==> src/rtl/ret_addr_stack.sv <==
// Return-address stack: CALL pushes pc+1 and redirects to target, RET pops into new_pc.
// Latency: one cycle, request sampled at edge N, new_pc/redirect valid after edge N.
// Backpressure: none; every cycle accepts a request. Optional RAS_OVERFLOW_WRAP_EN makes CALL-on-full overwrite the oldest entry.
module ret_addr_stack #(
  parameter int DEPTH = 8,
  parameter int AW    = 20
) (
  input  logic          clk,
  input  logic          rst_n,
  input  logic          call_en,
  input  logic          ret_en,
  input  logic [AW-1:0] pc,
  input  logic [AW-1:0] target_addr,
  input  logic          err_clr,
  output logic [AW-1:0] new_pc,
  output logic          redirect,
  output logic          empty,
  output logic          full,
  output logic          overflow_err,
  output logic          underflow_err,
  output logic          illegal_err
);

  localparam int CW = $clog2(DEPTH + 1);
  localparam int PW = (DEPTH > 1) ? $clog2(DEPTH) : 1;

  logic [AW-1:0] mem [DEPTH];
  logic [CW-1:0] count;
  // wr_ptr is the next free slot; the top of stack lives one slot below it.
  logic [PW-1:0] wr_ptr;
  logic [PW-1:0] ptr_inc;
  logic [PW-1:0] ptr_dec;

  logic illegal;
  logic do_call;
  logic do_ret;
  logic push;
  logic pop;
  logic ovf;
  logic unf;

  assign empty = (count == '0);
  assign full  = (count == CW'(DEPTH));

  // Pointer neighbours with explicit wrap so non-power-of-two depths work.
  always_comb begin
    ptr_inc = (wr_ptr == PW'(DEPTH - 1)) ? '0 : wr_ptr + PW'(1);
    ptr_dec = (wr_ptr == '0) ? PW'(DEPTH - 1) : wr_ptr - PW'(1);
  end

  // Request decode: simultaneous CALL and RET is rejected outright.
  always_comb begin
    illegal = call_en && ret_en;
    do_call = call_en && !ret_en;
    do_ret  = ret_en && !call_en;
    ovf     = do_call && full;
    unf     = do_ret && empty;
`ifdef RAS_OVERFLOW_WRAP_EN
    push    = do_call;
`else
    push    = do_call && !full;
`endif
    pop     = do_ret && !empty;
  end

  // Entry storage; on a wrapping overflow wr_ptr points at the oldest entry.
  always_ff @(posedge clk) begin
    if (push) begin
      mem[wr_ptr] <= pc + AW'(1);
    end
  end

  // Pointer, occupancy, redirect output and sticky error flags.
  always_ff @(posedge clk or negedge rst_n) begin
    if (!rst_n) begin
      wr_ptr        <= '0;
      count         <= '0;
      new_pc        <= '0;
      redirect      <= 1'b0;
      overflow_err  <= 1'b0;
      underflow_err <= 1'b0;
      illegal_err   <= 1'b0;
    end else begin
      redirect <= do_call || pop;
      if (do_call) begin
        new_pc <= target_addr;
      end else if (pop) begin
        new_pc <= mem[ptr_dec];
      end

      if (push) begin
        wr_ptr <= ptr_inc;
        if (!full) begin
          count <= count + CW'(1);
        end
      end else if (pop) begin
        wr_ptr <= ptr_dec;
        count  <= count - CW'(1);
      end

      // A fresh error in the clearing cycle keeps its flag set.
      overflow_err  <= (overflow_err  && !err_clr) || ovf;
      underflow_err <= (underflow_err && !err_clr) || unf;
      illegal_err   <= (illegal_err   && !err_clr) || illegal;
    end
  end

endmodule
==> config.mk <==
export PLATFORM = sky130hd
export DESIGN_NAME = ret_addr_stack
export DESIGN_NICKNAME = d
export VERILOG_FILES = /design/src/rtl/ret_addr_stack.sv
export SDC_FILE = /design/constraint.sdc
export NUM_CORES = 1
export LEC_CHECK = 0
export CORE_MARGIN = 4
export CORE_UTILIZATION = 36
export CTS_BUF_LIST = sky130_fd_sc_hd__clkbuf_16
export DETAILED_ROUTE_END_ITERATION = 7
export PLACE_DENSITY = 0.53
export SETUP_SLACK_MARGIN = 0.3
export SLEW_MARGIN = 20
export SYNTH_ARGS = -nofsm -noshare
export SYNTH_HDL_FRONTEND = slang
export SYNTH_SLANG_ARGS = --single-unit
==> constraint.sdc <==
create_clock -name clk -period 3.3 [get_ports clk]
set_input_delay 0.66 -clock clk [delete_from_list [all_inputs] [get_ports clk]]
set_output_delay 0.66 -clock clk [all_outputs]
set_load 0.02 [all_outputs]
==> flow_metrics.py <==
metrics = {
    "setup_path": {
        "path_buf_inv": 2,
        "r2r-start": "wr_ptr[0]",
        "worstPathRequired_ps": 2640,
        "crit_family": "buffers and inverters",
        "critPathMaxStageDelay_ps": 650,
        "critPathSlowestCell": "or4_4",
        "crit_type": "register to primary output",
        "r2r_end": "new_pc[8]",
        "cp_max_fo": 9,
        "r2r_slack_ps": 560,
        "end_kind": "primary output",
        "r2r_cells": 7,
        "start_kind": "register",
        "worstPathArrival_ps": 2260,
        "worstPathCellList": "or4_4 -> clkinv_2 -> clkdlybuf4s50_1",
    },
    "global_route": {
        "met3_usage": 0.0278,
        "grt-busiest-layer": "met2",
        "grt_use_total": 0.159,
        "grt_util_met1": 0.197,
        "grt_max_degree": 37,
        "grtUsageMet2": 0.288,
        "grt_pass1_vias": 4912,
        "overflow": 0,
        "grt_pass1_wl_um": 28800,
        "antenna_found_initial": 0,
    },
    "timing": {
        "setup_tns_ps": 0,
        "finClkSkew_ps": 8.47,
        "setup_viol": 0,
        "period_needed_ps": 2920,
        "finalCritPeriodShare": 0.884,
        "whs_ps": 347,
        "finalHoldViolCount": 0,
        "maxSlewViolCount": 0,
        "rsz0062_at_grt": "no",
        "slew_headroom": 0.406,
        "timing.fmax_ghz": 0.343,
        "tightest_slew_ps": 889,
    },
    "placement": {
        "port_buffers": 70,
        "hpwl_um": 12000,
        "gp_congestion": 0.770,
        "placed_area_mm2": 0.00914,
    },
    "synth": {
        "ys_ff_latch": 191,
        "synth_top_flop_cell": "edfxtp_1",
        "synth_top_family_by_area": "compound AO/OA/AOI/OAI gates",
        "synth_xor_area_frac": 0.0219,
        "async_reset_ff_frac": 0.162,
        "synth_edf_count": 160,
        "synthMuxAreaShare": 0.0752,
        "synthSimpleGateAreaFrac": 0.0643,
        "synth_compound_area_frac": 0.101,
        "post_synth_fa_ha_maj_area_fraction": 0.0110,
        "synth.distinct_cells": 51,
        "seq_area_frac_synth": 0.699,
        "syn_area_per_cell_um2": 15.4,
        "synthesis.area_mm2": 0.00798,
        "mappedNetlistNets": 572,
        "yosysWarnings": 0,
        "netlist_instances": 520,
    },
    "power_and_ir_drop": {
        "finalPower_mw": 8.12,
        "p_per_area_mw_per_mm2": 836,
        "vdd_ir_drop_max_mv": 0.401,
        "cellLeakagePower_nw": 3.46,
    },
    "clock_tree": {
        "hold_buffers": 0,
        "path_clk_slew_ps": 70,
        "cts_setup_buffers": 0,
        "cts-root-buf": "clkbuf_16",
        "clk_path_buf_depth": 2,
        "post_cts_resized": 0,
        "numClockSinks": 191,
        "clock_latency_ps": 420,
        "cts_tree": "built",
        "cts_buffers": 17,
        "h-tree-depth": 4,
    },
    "outcome": {
        "status": "completed",
    },
    "die": {
        "row_count": 54,
        "io_pins": 71,
        "design.core.area_mm2": 0.0218,
        "dieArea_mm2": 0.0246,
        "start_util": 0.366,
        "die-height_um": 157,
        "die_x_um": 157,
    },
    "drt": {
        "drtIter0Drc": 246,
        "wl_per_cell_um": 21.2,
        "antenna_left": 0,
        "via_per_inst": 5.23,
        "via_count": 4703,
        "post-route-drc-count": 0,
        "drt_pre_antenna_iters": 4,
        "wl_um": 19100,
    },
    "hold_path": {
        "hold_path.class": "input port to async pin",
    },
    "layout": {
        "drive_above_1_share": 0.124,
        "nets": 659,
        "post-route-util": 0.445,
        "area_growth_pct": 21.6,
        "n_antenna_cell": 0,
        "fin_area_mm2": 0.00971,
    },
    "job": {
        "drv_cap": 0,
    },
}
==> metrics by stage <==
step / cells / setup slack, ps
after floorplan: 520 / 108
after detailed placement: 868 / 207
after CTS: 900 / 369
after global placement: 868 / 321
final: 900 / 382
after global routing: 900 / 308
==> state kept, by name (all words and copies together), names as in the netlist <==
name / cells
count: 4
illegal_err: 1
mem: 160
new_pc: 20
overflow_err: 1
redirect: 1
underflow_err: 1
wr_ptr: 3
==> report_power, final <==
part           switching (mW)  internal (mW)
clock                   0.912           1.06
sequential              0.201           2.95
combinational            1.73           1.27
==> worst reg2reg max path, cell delays in order, from the launching register on <==
cell and delay [ps]:
dfrtp_1 570, inv_1 120, ha_1 220, ha_1 340
nor2b_1 670, buf_4 400, a221o_1 230, o21ai_1 70
==> metal layers <==
layer | up-vias | share of wire | wire length (um)
met5 | - | 0 | 0
met2 | 126 | 0.52 | 9960
met1 | 2365 | 0.41 | 7830
met4 | 0 | 0.0075 | 143
met3 | 10 | 0.061 | 1160
li1 | 2202 | - | -
==> area by class of cell <==
cell class	instances	area, um2
timing repair buffer	95	921
inverter	12	60.1
tap	280	350
clock inverter	15	148
sequential	191	5580
fill	1921	12100
multi-input combinational	290	2220
clock buffer	17	425
==> cells by family after synthesis <==
kind of cell | Yosys count
AO/OA/AOI/OAI | 99
adder cells (fa/ha/maj) | 7
flip-flops | 191
buffers and inverters | 39
XOR/XNOR | 20
AND/OR/NAND/NOR | 104
multiplexers | 60
==> worst max path at each step <==
| stage | startpoint | end | slack, ps | depth (start not counted) |
|---|---|---|---|---|
| after floorplan | ret_en | mem[1][0] | 110 | 4 |
| after global placement | pc[0] | mem[3][14] | 320 | 6 |
| after detailed placement | pc[0] | mem[3][14] | 210 | 6 |
| after CTS | count[1] | empty | 370 | 3 |
| after global routing | count[1] | empty | 310 | 3 |
| final | count[1] | empty | 380 | 3 |
==> synthesized netlist by cell type (2+ instances only) <==
library cell | count | area (um2)
buf_6 | 4 | 45.0
ha_1 | 7 | 87.6
edfxtp_1 | 160 | 4800
inv_1 | 9 | 33.8
dfrtp_1 | 31 | 776
a32o_1 | 20 | 200
buf_4 | 7 | 52.6
buf_2 | 4 | 20.0
nor2b_1 | 3 | 18.8
nand2_1 | 50 | 188
mux2i_1 | 60 | 601
xor2_1 | 9 | 78.8
nand2b_1 | 3 | 18.8
o21ai_1 | 21 | 105
a22oi_1 | 20 | 150
and4_1 | 2 | 17.5
nor3_1 | 4 | 20.0
o21ai_0 | 2 | 10.0
xnor2_1 | 11 | 96.3
a221o_1 | 20 | 200
clkbuf_1 | 12 | 45.0
and3_1 | 2 | 12.5
a21oi_1 | 3 | 15.0
nand4_1 | 4 | 25.0
nand3_1 | 12 | 60.1
and2b_1 | 2 | 15.0
nor2_1 | 14 | 52.6
==> placed cells by master (no fill, tap or decap), drive strengths merged, types with 12 or more instances in the layout <==
master / n
edfxtp: 160
clkdlybuf4s50: 69
mux2i: 60
nand2: 51
dfrtp: 31
buf: 26
o21ai: 24
a32o: 20
a221o: 20
a22oi: 20
clkbuf: 17
inv: 17
nor2: 14
nand3: 12
Power figures use the tool's default switching activity.
